<file path="config.mk">
export PLATFORM = sky130hd
export DESIGN_NAME = hcu_nway
export DESIGN_NICKNAME = d
export VERILOG_FILES = /design/src/rtl/hcu_pkg.sv /design/src/rtl/hcu_dep_cmp.sv /design/src/rtl/hcu_nway.sv
export SDC_FILE = /design/constraint.sdc
export NUM_CORES = 1
export LEC_CHECK = 0
export CAP_MARGIN = 20
export CORE_MARGIN = 3
export CORE_UTILIZATION = 36
export DETAILED_ROUTE_END_ITERATION = 12
export MAX_ROUTING_LAYER = met4
export PLACE_DENSITY = 0.71
export SETUP_SLACK_MARGIN = 0.15
export SYNTH_ARGS = -nofsm -noshare
export SYNTH_HDL_FRONTEND = slang
export SYNTH_HIERARCHICAL = 1
export SYNTH_SLANG_ARGS = --single-unit
</file>
<file path="constraint.sdc">
create_clock -name clk -period 4.2 [get_ports clk]
set_clock_uncertainty 0.05 [all_clocks]
set_input_delay 0.63 -clock clk [delete_from_list [all_inputs] [get_ports clk]]
set_output_delay 0.63 -clock clk [all_outputs]
set_load 0.01 [all_outputs]
</file>
<file path="src/rtl/hcu_pkg.sv">
// Shared types and helpers for the N-lane hazard control unit.
package hcu_pkg;

    localparam int HCU_STAGES = 4;
    // Widest register address the scoreboard can hold; AW must not exceed it.
    localparam int HCU_AW_MAX = 8;

    typedef struct packed {
        logic                  v;
        logic [HCU_AW_MAX-1:0] rd;
    } sb_entry_t;

    // Bit position in rst_out for a lane and a stage (stage 1..4).
    function automatic int rst_idx(input int lane, input int stage);
        return lane * HCU_STAGES + stage - 1;
    endfunction

endpackage

</file>
<file path="src/rtl/hcu_dep_cmp.sv">
// Pairwise dependence check of one consumer lane against one older producer lane.
module hcu_dep_cmp
    import hcu_pkg::*;
#(
    parameter int AW = 5
) (
    input  logic [AW-1:0] rs1,
    input  logic [AW-1:0] rs2,
    input  logic          st,
    input  logic [AW-1:0] rd,
    input  logic          wr,
    input  logic          ld,
    output logic          raw,
    output logic          st_after_ld
);

    assign raw         = wr && ((rd == rs1) || (rd == rs2));
    // A store may not share an issue cycle with an older load.
    assign st_after_ld = ld && st;

endmodule

</file>
<file path="src/rtl/hcu_nway.sv">
// N-lane hazard control unit: load-use stalls, intra-group splits, bubble resets.
// Optional performance counters are built when HCU_PERF_EN is defined.
module hcu_nway
    import hcu_pkg::*;
#(
    parameter int LANES  = 2,
    parameter int AW     = 5,
    parameter int LD_LAT = 2
) (
    input  logic                         clk,
    input  logic                         rst,
    input  logic [LANES-1:0]             s1_valid,
    input  logic [LANES*AW-1:0]          s1_rs1,
    input  logic [LANES*AW-1:0]          s1_rs2,
    input  logic [LANES*AW-1:0]          s1_rd,
    input  logic [LANES-1:0]             s1_wr,
    input  logic [LANES-1:0]             s1_ld,
    input  logic [LANES-1:0]             s1_st,
    input  logic                         flush,
    output logic [LANES-1:0]             upd1_out,
    output logic [LANES*HCU_STAGES-1:0]  rst_out,
    output logic                         fetch_en_out,
    output logic                         stalled_out,
    output logic [31:0]                  ld_stall_cnt_out,
    output logic [31:0]                  split_cnt_out
);

    logic [LANES-1:0]       issued_q, issued_d;
    logic [LANES-1:0]       pend, ld_haz, hit, below, issue;
    logic [LANES-1:0]       s1_clr, s2_clr;
    logic [LANES*LANES-1:0] raw_w, sal_w;
    logic                   stalled_q;
    sb_entry_t              sb_q [LD_LAT][LANES];
    sb_entry_t              sb_d [LD_LAT][LANES];

    assign pend = s1_valid & ~issued_q;

    // Pair matrix, entry j*LANES+i: consumer lane j against older producer lane i.
    for (genvar gj = 0; gj < LANES; gj++) begin : g_cons
        for (genvar gi = 0; gi < LANES; gi++) begin : g_prod
            if (gi < gj) begin : g_cmp
                hcu_dep_cmp #(.AW(AW)) u_cmp (
                    .rs1         (s1_rs1[gj*AW +: AW]),
                    .rs2         (s1_rs2[gj*AW +: AW]),
                    .st          (s1_st[gj]),
                    .rd          (s1_rd[gi*AW +: AW]),
                    .wr          (s1_wr[gi]),
                    .ld          (s1_ld[gi]),
                    .raw         (raw_w[gj*LANES+gi]),
                    .st_after_ld (sal_w[gj*LANES+gi])
                );
            end else begin : g_none
                assign raw_w[gj*LANES+gi] = 1'b0;
                assign sal_w[gj*LANES+gi] = 1'b0;
            end
        end
    end

    always_comb begin
        ld_haz = '0;
        for (int l = 0; l < LANES; l++) begin
            for (int k = 0; k < LD_LAT; k++) begin
                for (int m = 0; m < LANES; m++) begin
                    if (pend[l] && sb_q[k][m].v &&
                        ((sb_q[k][m].rd == HCU_AW_MAX'(s1_rs1[l*AW +: AW])) ||
                         (sb_q[k][m].rd == HCU_AW_MAX'(s1_rs2[l*AW +: AW]))))
                        ld_haz[l] = 1'b1;
                end
            end
        end
    end

    // below marks lanes strictly older than the first conflicting pending lane.
    always_comb begin
        logic acc;
        hit   = '0;
        below = '0;
        acc   = 1'b1;
        for (int j = 0; j < LANES; j++) begin
            for (int i = 0; i < LANES; i++) begin
                if (i < j && pend[i] && pend[j] &&
                    (raw_w[j*LANES+i] || sal_w[j*LANES+i]))
                    hit[j] = 1'b1;
            end
        end
        for (int l = 0; l < LANES; l++) begin
            acc      = acc & ~hit[l];
            below[l] = acc;
        end
    end

    always_comb begin
        upd1_out     = '1;
        fetch_en_out = 1'b1;
        issue        = '0;
        issued_d     = issued_q;
        s1_clr       = '0;
        s2_clr       = '0;
        if (flush) begin
            s1_clr   = '1;
            s2_clr   = '1;
            issued_d = '0;
        end else if (|ld_haz) begin
            upd1_out     = '0;
            fetch_en_out = 1'b0;
            s1_clr       = issued_q;
            s2_clr       = '1;
        end else if (|hit) begin
            upd1_out     = '0;
            fetch_en_out = 1'b0;
            issue        = pend & below;
            s1_clr       = issued_q | issue;
            s2_clr       = ~below | issued_q;
            issued_d     = issued_q | issue;
        end else begin
            issue    = pend;
            s2_clr   = issued_q;
            issued_d = '0;
        end
    end

    always_comb begin
        rst_out = '0;
        for (int l = 0; l < LANES; l++) begin
            rst_out[rst_idx(l, 1)] = s1_clr[l];
            rst_out[rst_idx(l, 2)] = s2_clr[l];
        end
    end

    // A flush also discards the load that was sitting in S2.
    always_comb begin
        for (int m = 0; m < LANES; m++) begin
            sb_d[0][m].v  = issue[m] & s1_ld[m];
            sb_d[0][m].rd = HCU_AW_MAX'(s1_rd[m*AW +: AW]);
        end
        for (int k = 1; k < LD_LAT; k++) begin
            for (int m = 0; m < LANES; m++) begin
                sb_d[k][m] = sb_q[k-1][m];
                if (flush && k == 1)
                    sb_d[k][m].v = 1'b0;
            end
        end
    end

    always_ff @(posedge clk) begin
        if (rst) begin
            issued_q  <= '0;
            stalled_q <= 1'b0;
            for (int k = 0; k < LD_LAT; k++)
                for (int m = 0; m < LANES; m++)
                    sb_q[k][m] <= '0;
        end else begin
            issued_q  <= issued_d;
            stalled_q <= ~fetch_en_out;
            sb_q      <= sb_d;
        end
    end

    assign stalled_out = stalled_q;

`ifdef HCU_PERF_EN
    logic [31:0] ld_cnt_q, split_cnt_q;

    always_ff @(posedge clk) begin
        if (rst) begin
            ld_cnt_q    <= '0;
            split_cnt_q <= '0;
        end else begin
            if (!flush && (|ld_haz))
                ld_cnt_q <= ld_cnt_q + 32'd1;
            if (!flush && !(|ld_haz) && (|hit))
                split_cnt_q <= split_cnt_q + 32'd1;
        end
    end

    assign ld_stall_cnt_out = ld_cnt_q;
    assign split_cnt_out    = split_cnt_q;
`else
    assign ld_stall_cnt_out = '0;
    assign split_cnt_out    = '0;
`endif

endmodule

</file>
==> impl_metrics.env <==
export IMPL_die_area_um2=8090
export IMPL_antenna_found_initial=0
export IMPL_vias_per_cell=4.33
export IMPL_status="completed"
export IMPL_finalHoldViolCount=0
export IMPL_wl_per_cell_um=12.6
export IMPL_die_w_um=90.0
export IMPL_num_antenna_cells=0
export IMPL_ir_drop_mv=0.226
export IMPL_wirelength_um=5360
export IMPL_seq_area_um2=541
export IMPL_synth_top_family_by_area="XOR/XNOR gates"
export IMPL_setup_viol=0
export IMPL_cap_violations=0
export IMPL_drv_slew=0
export IMPL_synth_compound_area_share_pct=5.33
export IMPL_ys_seq_area_share_pct=21.3
export IMPL_post_cts_setup_buffers=0
export IMPL_cts_hold_buf=0
export IMPL_total_power_mw=0.631
export IMPL_slew_headroom_pct=45.3
export IMPL_port_buffer_count=46
export IMPL_ios=117
export IMPL_place_congestion=0.880
export IMPL_tritoncts_num_sinks=27
export IMPL_worst_ep_required_time_ns=3.52
export IMPL_syn_cell_area_um2=2540
export IMPL_finalCritPeriodShare_pct=92.3
export IMPL_core_um2=6600
export IMPL_cp_slowest_cell="clkdlybuf4s50_1"
export IMPL_cts_resized=0
export IMPL_synthXorXnorAreaFrac_pct=31.1
export IMPL_clk_pin_slew_ns=0.09
export IMPL_grt_use_met3_pct=1.59
export IMPL_end_kind="output port"
export IMPL_grt_pass1_vias=1797
export IMPL_worst_pin_slew_ns=0.817
export IMPL_gr_total_overflow=0
export IMPL_hold_class="flop to flop"
export IMPL_die_h_um=90.0
export IMPL_power_density_nw_per_um2=225
export IMPL_clock_latency_ns=0.27
export IMPL_core_rowCount=29
export IMPL_ant_nets=0
export IMPL_hpwl_um=4530
export IMPL_grt_pass1_wl_um=8630
export IMPL_cpPeakStageDelay_ns=0.60
export IMPL_timing_final_ws_setup_ns=0.324
export IMPL_worst_path_max_fanout=7
export IMPL_holdPathStages=1
export IMPL_place_ws_ns=0.331
export IMPL_fin_nets=374
export IMPL_final_setup_tns_ns=0
export IMPL_crit_chain="clkdlybuf4s50_1 > xor2_1 > nor3_1 > nand3_1 > o31ai_1 > a311o_1 > a311oi_4 > buf_4 > nand3_1 > clkdlybuf4s50_1"
export IMPL_clockBufferDepth=2
export IMPL_utilization_pct=42.4
export IMPL_fin_crit_ns=3.88
export IMPL_synth_adder_area_share_pct=0
export IMPL_yosysUniqueCellTypes=31
export IMPL_syn_instance_count=307
export IMPL_reg2reg_to="sb_q[35]$_SDFF_PP0_"
export IMPL_firstDrtPassIters=4
export IMPL_rsz0062_at_grt="false"
export IMPL_crit_type="input pin to output port"
export IMPL_hold_start="sb_q[35]$_SDFF_PP0_"
export IMPL_root_buffer="clkbuf_8"
export IMPL_ff2ff_path_depth=8
export IMPL_avgSynthCellArea_um2=8.27
export IMPL_area_growth_pct=10.5
export IMPL_multi_input_area_um2=1600
export IMPL_yosys_area_share_simple_pct=15.8
export IMPL_fill_cells=670
export IMPL_htreeDepth=1
export IMPL_grt_max_degree=23
export IMPL_r2r_start="sb_q[11]$_SDFF_PP0_"
export IMPL_track_usage_pct=13.2
export IMPL_drt_iter0_markers=76
export IMPL_drc=0
export IMPL_p_leak_nw=1.06
export IMPL_cp_arrival_ns=3.20
export IMPL_use_met2_pct=25.3
export IMPL_start_util_pct=38.4
export IMPL_cts_tree="done"
export IMPL_drive_gt1_share_pct=3.01
export IMPL_ys_warn_count=6
export IMPL_synthMuxAreaShare_pct=0.789
export IMPL_min_to="sb_q[17]$_SDFF_PP0_"
export IMPL_numCtsBuffers=3
export IMPL_fmax_ghz=0.258
export IMPL_r2r_slack_ns=2.08
export IMPL_vias=1839
export IMPL_top_usage_layer="met2"
export IMPL_synth_seq_cells=27
export IMPL_worst_setup_path_start_kind="input pin"
export IMPL_use_met1_pct=14.6
==> cells in the mapped netlist (all sizes together) <==
| cell | n | share of area [%] |
|---|---|---|
| o22ai | 6 | 1.5 |
| nand3 | 8 | 1.6 |
| nor2 | 3 | 0.44 |
| nand4 | 14 | 3.5 |
| a311o | 1 | 0.39 |
| dfxtp | 27 | 21 |
| nand2b | 1 | 0.25 |
| a21boi | 1 | 0.30 |
| o21ai | 3 | 0.59 |
| and4 | 1 | 0.35 |
| and2 | 3 | 0.74 |
| buf | 74 | 21 |
| nor3 | 2 | 0.39 |
| o211ai | 1 | 0.30 |
| a21o | 1 | 0.35 |
| nand2 | 13 | 1.9 |
| nor2b | 23 | 5.7 |
| xor2 | 14 | 4.8 |
| and3 | 2 | 0.49 |
| a311oi | 1 | 1.0 |
| conb | 1 | 0.15 |
| mux2i | 2 | 0.79 |
| inv | 1 | 0.15 |
| clkbuf | 23 | 3.9 |
| nor4 | 2 | 0.49 |
| o31ai | 2 | 0.59 |
| xnor2 | 76 | 26 |
| o21bai | 1 | 0.30 |
==> cells by family (layout without fill, tap and decap cells) <==
logic type,count (synthesis),in the layout
buffers and inverters,98,56
xor gates and xnor gates,90,90
and+or+nand+nor,72,72
DFF,27,27
AOI/OAI and AO/OA,17,17
muxes,2,2
other,1,68
==> worst max path at each step <==
| stage | startpoint | endpoint | slack (ns) |
|---|---|---|---|
| after global routing | s1_rs1[7] | rst_out[0] | 0.20 |
| final | s1_rs1[2] | rst_out[5] | 0.32 |
| after detailed placement | s1_rs1[2] | rst_out[5] | 0.33 |
| after global placement | s1_rs1[2] | rst_out[0] | 0.35 |
| after floorplan | s1_valid[1] | upd1_out[0] | 1.29 |
| after CTS | s1_rs1[2] | rst_out[5] | 0.32 |
==> routing by layer <==
layer	vias up	wire [µm]
li1	886	-
met1	854	2180
met2	91	2770
met3	8	327
met4	0	85
met5	-	0
==> worst max-delay path: cells and delay by family <==
family	cells	cell delay, ns
AOI/OAI and AO/OA	3	0.83
and+or+nand+nor	3	0.23
buffers and inverters	3	1.32
xor gates and xnor gates	1	0.19
==> state kept, by name, indices dropped and copies added, names as in the netlist <==
register	cells
issued_q	2
sb_d	10
sb_q	14
stalled_out	1
==> cell type report <==
type                       instances  share of cell area, %
multi-input combinational        249                   57.1
sequential                        27                   19.3
timing repair buffer              51                   17.8
tap                               93                   4.15
clock buffer                       4                   1.61
inverter                           1                  0.134
==> layout by cell type, fill, tap and decap left out, types with 2 or more instances in the layout <==
cell type,n
and2_1,3
and3_1,2
buf_4,5
clkbuf_8,3
clkdlybuf4s50_1,46
conb_1,68
dfxtp_1,27
mux2i_1,2
nand2_1,13
nand3_1,8
nand4_1,14
nor2_1,3
nor2b_1,23
nor3_1,2
nor4_1,2
o21ai_0,3
o22ai_1,6
o31ai_1,2
xnor2_1,76
xor2_1,14
==> metrics by stage <==
step	area (µm²)	hold WS, ns	instances
after floorplan	2790	0.373	374
after global placement	2760	0.393	421
after detailed placement	2760	0.399	421
after CTS	2800	0.421	425
after global routing	2800	0.435	425
final	2800	0.420	425
==> where the power goes <==
part           switching (mW)  internal [mW]  leakage [nW]
clock network          0.0758         0.0679        0.0228
registers              0.0201          0.266         0.222
logic                  0.0998          0.102         0.811
total                   0.196          0.436          1.06
No activity file was read; power rests on OpenSTA's default activity.
